**src/rtl/l2_pkg.sv**
```systemverilog
// Shared types and default sizes for the L2 request arbiter slice.
package l2_pkg;
   localparam int L2_NCORES = 4;
   localparam int L2_ADDR_W = 13;
   localparam int L2_DATA_W = 64;

   typedef struct packed {
      logic                 write;
      logic [L2_ADDR_W-1:0] addr;
      logic [L2_DATA_W-1:0] wdata;
   } l2_req_t;

   typedef logic [$clog2(L2_NCORES)-1:0] core_id_t;
endpackage

```
**src/rtl/l2_rr_picker.sv**
```systemverilog
// Rotating-priority picker: first full buffer at or after rr_ptr, wrapping modulo NCORES.
module l2_rr_picker import l2_pkg::*; #(
   parameter int NCORES = L2_NCORES,
   parameter int ID_W   = $clog2(L2_NCORES)
) (
   input  logic [NCORES-1:0] full_i,
   input  logic [ID_W-1:0]   rr_ptr_i,
   output logic              grant_valid_o,
   output logic [ID_W-1:0]   grant_id_o
);

   // Walk from the farthest offset down so the nearest full slot to rr_ptr is the last write.
   always_comb begin
      grant_valid_o = 1'b0;
      grant_id_o    = '0;
      for (int k = NCORES - 1; k >= 0; k--) begin
         if (full_i[(int'(rr_ptr_i) + k) % NCORES]) begin
            grant_valid_o = 1'b1;
            grant_id_o    = ID_W'((int'(rr_ptr_i) + k) % NCORES);
         end
      end
   end

endmodule

```
**src/rtl/l2_request_arbiter.sv**
```systemverilog
// Per-core request buffers, round-robin grant onto the single L2 port, read-data return routing.
module l2_request_arbiter import l2_pkg::*; #(
   parameter int NCORES = L2_NCORES,
   parameter int ADDR_W = L2_ADDR_W,
   parameter int DATA_W = L2_DATA_W,
   parameter int L2_LAT = 1
) (
   input  logic                     clock,
   input  logic                     reset,
   input  logic [NCORES-1:0]        core_req_valid,
   output logic [NCORES-1:0]        core_req_ready,
   input  logic [NCORES-1:0]        core_req_write,
   input  logic [NCORES*ADDR_W-1:0] core_req_addr,
   input  logic [NCORES*DATA_W-1:0] core_req_wdata,
   output logic [NCORES-1:0]        core_rsp_valid,
   output logic [DATA_W-1:0]        core_rsp_rdata,
   output logic                     l2_read,
   output logic                     l2_write,
   output logic [ADDR_W-1:0]        l2_address,
   output logic [DATA_W-1:0]        l2_datain,
   input  logic [DATA_W-1:0]        l2_dataout
);

   l2_req_t             req_q [NCORES];
   logic [NCORES-1:0]   full_q, full_d, ready_q, rsp_valid_q;
   core_id_t            rr_ptr_q, grant_id;
   logic                grant_valid, issue_rd;
   logic                l2_read_q, l2_write_q;
   logic [ADDR_W-1:0]   addr_q;
   logic [DATA_W-1:0]   datain_q, rdata_q;
   logic [L2_LAT-1:0]   vld_pipe_q;
   core_id_t            id_pipe_q [L2_LAT];

   l2_rr_picker #(.NCORES(NCORES), .ID_W($bits(core_id_t))) u_picker (
      .full_i        (full_q),
      .rr_ptr_i      (rr_ptr_q),
      .grant_valid_o (grant_valid),
      .grant_id_o    (grant_id)
   );

   assign issue_rd = grant_valid & ~req_q[grant_id].write;

   // A granted buffer is never refilled in the same cycle: its ready was already low.
   always_comb begin
      full_d = full_q;
      for (int i = 0; i < NCORES; i++) begin
         if (grant_valid && grant_id == core_id_t'(i))
            full_d[i] = 1'b0;
         else if (core_req_valid[i] && ready_q[i])
            full_d[i] = 1'b1;
      end
   end

   always_ff @(posedge clock) begin
      if (reset) begin
         full_q      <= '0;
         ready_q     <= '1;
         rr_ptr_q    <= '0;
         l2_read_q   <= 1'b0;
         l2_write_q  <= 1'b0;
         addr_q      <= '0;
         datain_q    <= '0;
         rsp_valid_q <= '0;
         rdata_q     <= '0;
         vld_pipe_q  <= '0;
         for (int s = 0; s < L2_LAT; s++) id_pipe_q[s] <= '0;
      end else begin
         full_q  <= full_d;
         ready_q <= ~full_d;
         for (int i = 0; i < NCORES; i++) begin
            if (core_req_valid[i] && ready_q[i])
               req_q[i] <= '{write: core_req_write[i],
                             addr:  core_req_addr[i*ADDR_W +: ADDR_W],
                             wdata: core_req_wdata[i*DATA_W +: DATA_W]};
         end

         l2_read_q  <= issue_rd;
         l2_write_q <= grant_valid & req_q[grant_id].write;
         if (grant_valid) begin
            addr_q   <= req_q[grant_id].addr;
            datain_q <= req_q[grant_id].wdata;
            rr_ptr_q <= core_id_t'((int'(grant_id) + 1) % NCORES);
         end

         // Read tags ride alongside the L2 latency so data lands on the right core.
         vld_pipe_q[0] <= issue_rd;
         id_pipe_q[0]  <= grant_id;
         for (int s = 1; s < L2_LAT; s++) begin
            vld_pipe_q[s] <= vld_pipe_q[s-1];
            id_pipe_q[s]  <= id_pipe_q[s-1];
         end

         rsp_valid_q <= '0;
         if (vld_pipe_q[L2_LAT-1]) begin
            rsp_valid_q[id_pipe_q[L2_LAT-1]] <= 1'b1;
            rdata_q                          <= l2_dataout;
         end
      end
   end

   assign core_req_ready = ready_q;
   assign core_rsp_valid = rsp_valid_q;
   assign core_rsp_rdata = rdata_q;
   assign l2_read        = l2_read_q;
   assign l2_write       = l2_write_q;
   assign l2_address     = addr_q;
   assign l2_datain      = datain_q;

endmodule

```
**config.mk**
```make
export PLATFORM = sky130hd
export DESIGN_NAME = l2_request_arbiter
export DESIGN_NICKNAME = d
export VERILOG_FILES = /design/src/rtl/l2_pkg.sv /design/src/rtl/l2_rr_picker.sv /design/src/rtl/l2_request_arbiter.sv
export SDC_FILE = /design/constraint.sdc
export NUM_CORES = 1
export LEC_CHECK = 0
export ABC_AREA = 0
export CAP_MARGIN = 20
export CORE_AREA = 2 2 205 207
export DETAILED_ROUTE_END_ITERATION = 8
export DIE_AREA = 0 0 207 209
export HOLD_SLACK_MARGIN = 0.02
export PLACE_DENSITY = 0.73
export SLEW_MARGIN = 15
export SYNTH_ARGS = -nofsm -noshare
export SYNTH_HDL_FRONTEND = slang
export SYNTH_SLANG_ARGS = --single-unit
```
**constraint.sdc**
```tcl
create_clock -name clock -period 6.5 [get_ports clock]
set_clock_uncertainty 0.15 [all_clocks]
set_input_delay 0.65 -clock clock [delete_from_list [all_inputs] [get_ports clock]]
set_output_delay 0.65 -clock clock [all_outputs]
set_load 0.05 [all_outputs]
```
==> metrics, run 1 <==
Synth Area in Adders=0; Relative slew margins=0.2705; FF+latch count, synth=471; final std cells w/o fill=2232; Async SR Flop Fraction=0; Worst Hold Class=reg -> reg; layout cells sized above 1=0.1063; TritonCTS Buffers=48; Hold Slack=0.3301 ns; status=finished clean; Crit path required time=6.81 ns; WL met2=25660 um; Yosys warning count=0; total negative slack=0 ns; Cell Rows=75; Vias=11864; CTS tree=yes; mux share of post-synthesis cell area=0.09088; Worst Setup Slack, final=2.676 ns; clock transition at the registers of the reported paths=0.06 ns; P_leak=8.450 nW; htree depth=2; worst-case clock buffer depth=3; Switching Share=0.3675; clock insertion delay at the later pin of the skew report=0.58 ns; first-pass GRT wire length=76230 um; fmax=261.5 MHz; top_reg_cell synth=edfxtp_1; number of max-cap violations=0; worst r2r src=full_q[2]; most frequent CP cell=buf_4; Layout Nets=2026; initial antenna violation count=10; RSZ-0062 raised after global routing=no; GP Congestion=0.7785; net switching power=4.078 mW; largest family of logic cells by synthesized area=compound AO/OA/AOI/OAI gates; critical path's slowest cell=buf_4; Seq pwr share=0.354; Synth Area in Compound Gates=0.09779; Crit Reg-Reg Endpoint=l2_datain[59]; commonest non-fill, non-tap cells in the layout=clkdlybuf4s50_1 (531), edfxtp_1 (312), dfxtp_1 (158); Period Utilization, post-route=0.5883; Met3 Routed Length=4424 um; clock sinks=471; DP Worst Slack=2.636 ns; vias in the first global route=12370; Mapped Cells=1134; # hold bufs at CTS=0; Area growth syn-to-layout=44.14%; CP Max Fanout=80; Final Max Slew Viols=0; Synth Cell Area=17000 um^2; commonest non-fill, non-tap cell in the layout=clkdlybuf4s50_1; GRT overflow=0; maximum vdd drop=0.5490 mV; XOR/XNOR share of the synthesized area=0.0005151; Least-Margin Pin Slew=1.094 ns; Crit Path Class=reg -> reg; Arrival @ worst endpoint=4.13 ns; syn_nets=1516; Routed WL per cell=23.02 um; Final setup viols=0; Total GRT Usage=0.2316; Critical Path Source Type=register; reg-to-reg slack, setup=2.68 ns; Post-DP HPWL=33820 um; minimum clock period=3.824 ns; crit path cell chain=nor2b_1, a211oi_4, buf_4, nor2_4, buf_4, mux2_2, a221o_1; Distinct cells, synth=39; largest net degree at the start of global routing=81; critical path buffer and inverter count=2; port bufs=532; Post-Syn Area per Cell=14.99 um^2; hold_sp=id_pipe_q[0][1]; Ports=533; Initial DRC Count=900; Die ar.=43260 um^2; critical path endpoint category=register; Residual DRC=0; post-synthesis sequential area ratio=0.7382; Die Y=209 um; Synth Area in Simple Gates=0.05136; CP Capture Point=l2_datain[59]; CTS root buf=clkbuf_16; post-CTS sizing=0; EDFF count, synth=312; worst stage delay on the critical path=0.93 ns; critical path depth=7; total internal power=7.018 mW; critical path startpoint=full_q[2]; DRT met1 WL=19450 um; vias per cell=5.315; Core Region=41290 um^2; Pre-antenna DRT Iters=6; Setup Fix Bufs, Post-CTS=0; clock group share of total power=0.260; Final Hold Fails=0; Reg2Reg Depth=7; top sig layer=met5; die width=207 um; ANT nets after route=0; dpl cells=2133; cell area power density=452.7 nW/um^2; Initial Utilization=0.4118; Comb power frac=0.386; Routed WL=51390 um; delay-heaviest family, CP=buffers and inverters
==> stage by stage <==
stage	util	area (um^2)	total power, mW
2_1_floorplan	-	17000	6.844
3_3_place_gp	0.5526	22820	8.196
3_5_place_dp	0.5526	22820	8.301
4_1_cts	0.5931	24490	11.19
5_1_grt	0.5935	24500	11.56
6_report	0.5936	24510	11.10
==> kinds of logic (layout without fill, tap and decap cells) <==
| logic type | after synthesis | count (layout) |
|---|---|---|
| xor+xnor | 1 | 1 |
| compound gates | 247 | 247 |
| buf+inv | 87 | 637 |
| simple gates | 187 | 187 |
| other cells | 0 | 9 |
| flops | 471 | 471 |
| mux | 141 | 141 |
==> power groups by stage <==
stage | registers (mW) | clock network [mW] | logic, mW
final | 3.92 | 2.89 | 4.28
after global routing | 3.96 | 3.05 | 4.55
after CTS | 3.92 | 2.93 | 4.33
after detailed placement | 3.98 | 0 | 4.32
after global placement | 3.96 | 0 | 4.23
after floorplan | 4.68 | 0 | 2.16
==> sequential cells by signal, summed over array words and instances, names as in the netlist <==
signal and count:
req_q 312, core_rsp_rdata 64, l2_datain 64, l2_address 13, core_req_ready 4, core_rsp_valid 4, full_q 4, id_pipe_q 2
rr_ptr_q 2, l2_write 1, vld_pipe_q 1
==> synthesized netlist by cell type (2+ instances only) <==
cell type    n  area (um^2)
nand2b_1     2        12.51
or3_1        3        18.77
clkbuf_1    61        229.0
mux2i_1     64        640.6
inv_1        3        11.26
nor4bb_1     2        20.02
buf_2       13        65.06
edfxtp_1   312         9369
buf_1        7        26.28
a221o_1     77        770.7
mux2_4      10        150.1
nand3_1     81        405.4
buf_6        2        22.52
nand2_1      8        30.03
nor3_1       4        20.02
a21oi_1     83        415.4
o21ai_0     79        395.4
dfxtp_1    159         3183
nor2_1      76        285.3
mux2_2      67        754.5
nor2b_1      3        18.77
==> per-layer routing <==
layer / GRT usage / vias up
li1: - / 5381
met5: 0 / -
met1: 0.2730 / 5804
met4: 0.1002 / 2
met3: 0.06868 / 99
met2: 0.3937 / 578
==> how the worst min path moves through the flow <==
| stage | endpoint | cells past startpoint |
|---|---|---|
| 2_1_floorplan | core_rsp_valid[1] | 1 |
| 3_3_place_gp | core_rsp_valid[2] | 1 |
| 3_5_place_dp | core_rsp_valid[2] | 1 |
| 4_1_cts | core_rsp_valid[2] | 1 |
| 5_1_grt | core_rsp_valid[2] | 1 |
| 6_report | core_rsp_valid[1] | 1 |
==> cell type report <==
class                           instances  area (um^2)
Fill cell                            3203        16780
Sequential cell                       471        12560
Timing Repair Buffer                  544         5410
Multi-Input combinational cell        576         4165
Clock buffer                           70         1429
Tap cell                              539        674.4
Clock inverter                         20        241.5
Antenna cell                            9        22.52
Inverter                                3        11.26
No activity file was read; power rests on OpenSTA's default activity.
==> inputs of run 2 (changes only) <==
Clock period 6.5 ns to 3.6 ns, I/O delays scaled along.
==> metrics, run 2 (synthesis gave the netlist of run 1 again) <==
GP Congestion=0.8221; CP Max Fanout=26; Residual DRC=0; die width=207 um; # hold bufs at CTS=0; Die Y=209 um; final instance area=24440 um^2; Placed Area=22940 um^2; commonest non-fill, non-tap cells in the layout=clkdlybuf4s50_1 (531), edfxtp_1 (312), dfxtp_1 (158); met1 usage=0.2843; Switching Share=0.3755; status=finished clean; layout cells sized above 1=0.1041; M2 GR Usage=0.4034; Setup Fix Bufs, Post-CTS=0; Routed WL=52130 um; Area growth syn-to-layout=43.71%; cell area power density=808.5 nW/um^2; Post-DP HPWL=33460 um; DP Worst Slack=0.9953 ns; crit path cell chain=clkdlybuf4s50_1; critical path buffer and inverter count=1; first-pass GRT wire length=76460 um; total negative slack=0 ns; M3 GR Usage=0.05696; minimum clock period=2.611 ns; vias in the first global route=12318; port bufs=532; CTS root buf=clkbuf_16; Critical Path Source Type=register; worst r2r src=rr_ptr_q[1]; hold endpoint=id_pipe_q[0][1]; worst stage delay on the critical path=0.91 ns; max reg flops=312; clock insertion delay at the later pin of the skew report=0.58 ns; Comb power frac=0.401; maximum vdd drop=0.9006 mV; Initial Utilization=0.4118; clock sinks=471; final std cells w/o fill=2235; Core Region=41290 um^2; Worst Hold Class=in -> reg; Final Hold Fails=0; Cell Rows=75; Layout Nets=2033; largest net degree at the start of global routing=80; critical path's slowest cell=clkdlybuf4s50_1; Crit Path Class=reg -> out; Crit Reg-Reg Endpoint=l2_datain[56]; fmax=383.1 MHz; GRT overflow=0; RSZ-0062 raised after global routing=no; Crit path required time=3.09 ns; Arrival @ worst endpoint=2.10 ns; Initial DRC Count=1026; clock group share of total power=0.238; Vias=12022; number of max-cap violations=0; Relative slew margins=0.3271; ANT nets after route=0; post-CTS sizing=0; P_leak=8.415 nW; Routed WL per cell=23.33 um; Final setup viols=0; Die ar.=43260 um^2; Final Max Slew Viols=0; critical path endpoint category=output pin; initial antenna violation count=7; Pre-antenna DRT Iters=5; commonest non-fill, non-tap cell in the layout=clkdlybuf4s50_1; vias per cell=5.379; TritonCTS Buffers=48; CTS tree=yes; total internal power=12.34 mW; dpl cells=2140; Total Power=19.76 mW; htree depth=2; Ports=533; hold_sp=reset; Worst Setup Slack, final=0.9895 ns; Top reg by flops=req_q; reg-to-reg slack, setup=1.00 ns; Least-Margin Pin Slew=1.009 ns; worst-case clock buffer depth=3; net switching power=7.419 mW; critical path depth=1; clock transition at the registers of the reported paths=0.06 ns; busiest grt layer=met2; Seq pwr share=0.361; fill count=3248; delay-heaviest family, CP=buffers and inverters; Period Utilization, post-route=0.7252; Total GRT Usage=0.2338; hold depth=2; Reg2Reg Depth=6
run 2: changes by cell type in the layout (fill, tap and decap cells not counted), moves of 3 or more:
cell	before	now
bufinv_16	5	1
diode_2	9	6
clkbuf_16	52	49
clkbuf_1	12	22
buf_12	0	6
run 2: layer usage:
metal / wire, um / part of all wire
met1: 19680 / 0.38
met2: 26410 / 0.51
met3: 4463 / 0.086
met4: 1565 / 0.030
met5: 13 / 0.00025
run 2: how the worst max path moves through the flow:
stage | slack (ns) | end | startpoint
5_1_grt | 0.84 | l2_address[4] | rr_ptr_q[1]
3_5_place_dp | 1.0 | l2_address[4] | rr_ptr_q[1]
6_report | 0.99 | l2_read | vld_pipe_q
4_1_cts | 0.94 | l2_read | vld_pipe_q
3_3_place_gp | 1.11 | l2_datain[51] | full_q[2]
2_1_floorplan | -1.30 | req_q[0][0] | reset
run 2: cell type report:
class / count / area, um^2 / area share
antenna: 6 / 15.01 / 0.0006144
clock inverter: 14 / 112.6 / 0.004608
multi-input combinational: 576 / 4165 / 0.1705
tap: 539 / 674.4 / 0.02760
timing repair buffer: 551 / 5538 / 0.2266
sequential: 471 / 12560 / 0.5138
inverter: 3 / 11.26 / 0.0004608
clock buffer: 75 / 1364 / 0.05581
run 2: power by group through the flow:
stage / registers [mW] / clock network (mW) / logic (mW)
6_report: 7.13 / 4.71 / 7.92
5_1_grt: 7.20 / 5.01 / 8.37
4_1_cts: 7.13 / 4.82 / 7.99
3_5_place_dp: 7.22 / 0 / 7.97
3_3_place_gp: 7.20 / 0 / 7.83
2_1_floorplan: 8.46 / 0 / 3.90
run 2: metrics by stage:
| stage | hold WS (ns) | utilization |
|---|---|---|
| 2_1_floorplan | 0.2779 | - |
| 3_3_place_gp | 0.3000 | 0.5557 |
| 3_5_place_dp | 0.3148 | 0.5557 |
| 4_1_cts | 0.04389 | 0.5915 |
| 5_1_grt | 0.08304 | 0.5917 |
| 6_report | 0.06775 | 0.5918 |
==> inputs of run 3 (changes only) <==
Settings changed: CORE_AREA 2 2 205 207 to default, CORE_MARGIN from default to 2, CORE_UTILIZATION from default to 42, DIE_AREA 0 0 207 209 to default, PLACE_DENSITY 0.73 to 0.76.
Clock period 3.6 ns to 2.4 ns, I/O delays scaled along.
==> metrics, run 3 (synthesis gave the netlist of run 1 again) <==
status=finished clean; net switching power=11.20 mW; GP Congestion=0.8267; Seq pwr share=0.347; Critical Path Source Type=register; reg-to-reg slack, setup=0.11 ns; number of max-cap violations=0; worst r2r src=full_q[0]; hold_sp=core_req_wdata[162]; Reg2Reg Depth=6; first-pass GRT wire length=74700 um; layout cells sized above 1=0.1179; max reg flops=312; DP Worst Slack=0.06475 ns; Comb power frac=0.405; Relative slew margins=0.5386; Routed WL per cell=23.35 um; Worst Hold Class=in -> reg; cell area power density=1234 nW/um^2; Core Region=39820 um^2; Layout Nets=2042; Post-DP HPWL=34730 um; initial antenna violation count=6; largest net degree at the start of global routing=72; fill count=2976; CP Max Fanout=44; Cell Rows=73; commonest non-fill, non-tap cell in the layout=clkdlybuf4s50_1; fmax=437.2 MHz; Residual DRC=0; critical path endpoint category=register; Final setup viols=0; Initial DRC Count=764; Routed WL=51930 um; Final Max Slew Viols=0; vias in the first global route=12442; hold depth=1; htree depth=2; ANT nets after route=0; Initial Utilization=0.4270; critical path startpoint=full_q[0]; clock sinks=471; worst-case clock buffer depth=3; Worst Setup Slack, final=0.1128 ns; Ports=533; hold endpoint=req_q[2][34]; Setup Fix Bufs, Post-CTS=0; RSZ-0062 raised after global routing=no; die width=205.2 um; Crit Path Class=reg -> reg; port bufs=532; GRT overflow=0; maximum vdd drop=0.8101 mV; Top reg by flops=req_q; Crit Reg-Reg Endpoint=l2_datain[55]; total negative slack=0 ns; P_leak=8.596 nW; Switching Share=0.3655; Arrival @ worst endpoint=2.59 ns; Pre-antenna DRT Iters=5; Vias=12147; Period Utilization, post-route=0.9530; CTS tree=yes; Die Y=205.2 um; Crit path required time=2.70 ns; TritonCTS Buffers=47; Least-Margin Pin Slew=0.6920 ns; Area growth syn-to-layout=46.02%; Total GRT Usage=0.2376; minimum clock period=2.287 ns; CTS root buf=clkbuf_16; clock insertion delay at the later pin of the skew report=0.57 ns; vias per cell=5.462; total internal power=19.44 mW; Die ar.=42110 um^2; commonest non-fill, non-tap cells in the layout=clkdlybuf4s50_1 (531), edfxtp_1 (312), dfxtp_1 (154); clock group share of total power=0.248; Final Hold Fails=0; clock transition at the registers of the reported paths=0.06 ns
## run 3: changes by cell type in the layout (fill, tap and decap cells not counted), moves of 2 or more
cell	before	now
buf_12	6	21
buf_4	13	7
bufinv_16	1	4
clkbuf_1	22	10
clkbuf_16	49	51
clkbuf_8	4	8
dfxtp_1	158	154
dfxtp_2	0	4
diode_2	6	2
## run 3: worst max-delay path, cell delays in order (launching register included)
cell      delay, ns
dfxtp_1        0.43
nand2b_1       0.19
a21oi_1        0.43
or3_1          0.31
nor2_4         0.09
buf_12         0.17
a221o_1        0.34
## run 3: metrics by stage
step                instance area [um^2]  hold WS (ns)  power [mW]  cells    util
global route                       24830       0.05159       31.88   2223  0.6234
CTS                                24820       0.03901       30.85   2222  0.6231
floorplan                          17090        0.1889       18.51   1134       -
finish                             24830       0.07484       30.64   2224  0.6235
detailed placement                 23190        0.3108       23.18   2135  0.5823
global placement                   23190        0.2988       22.86   2135  0.5823
## run 3: power groups by stage
stage / combinational (mW) / clock, mW / sequential (mW)
2_1_floorplan: 5.88 / 0 / 12.6
3_3_place_gp: 12.1 / 0 / 10.7
3_5_place_dp: 12.4 / 0 / 10.7
4_1_cts: 12.5 / 7.74 / 10.6
5_1_grt: 13.1 / 8.04 / 10.7
6_report: 12.4 / 7.60 / 10.6
## run 3: worst max-delay path by stage
stage,end,slack [ns],cells past startpoint
final,l2_datain[55],0.11,6
after global routing,l2_datain[59],0.04,6
after floorplan,req_q[0][0],-0.005,4
after global placement,l2_datain[58],0.16,6
after CTS,l2_datain[52],0.04,6
after detailed placement,l2_datain[52],0.06,6
## run 3: routing by layer
layer	global-route usage	vias up	share of wire
li1	-	5397	-
met5	0	-	0.0014
met2	0.4243	694	0.51
met1	0.2790	5945	0.36
met3	0.05717	101	0.094
met4	0.08299	10	0.028
## run 3: area by class of cell
class | count | area (um^2) | area share
diodes | 2 | 5.005 | 0.0002016
flip-flops and latches | 471 | 12560 | 0.5059
repair buffers | 561 | 5803 | 0.2337
well taps | 525 | 656.9 | 0.02646
multi-input cells | 576 | 4174 | 0.1681
inverters | 3 | 11.26 | 0.0004535
clock buffers | 69 | 1424 | 0.05735
clock inverters | 17 | 193.9 | 0.007811
## run 3: timing repair
action,4_1_cts,5_1_grt
endpoints found under the setup margin,0,6
gates resized for setup,0,2
hold endpoints to repair,3,0
hold buffers,1,0
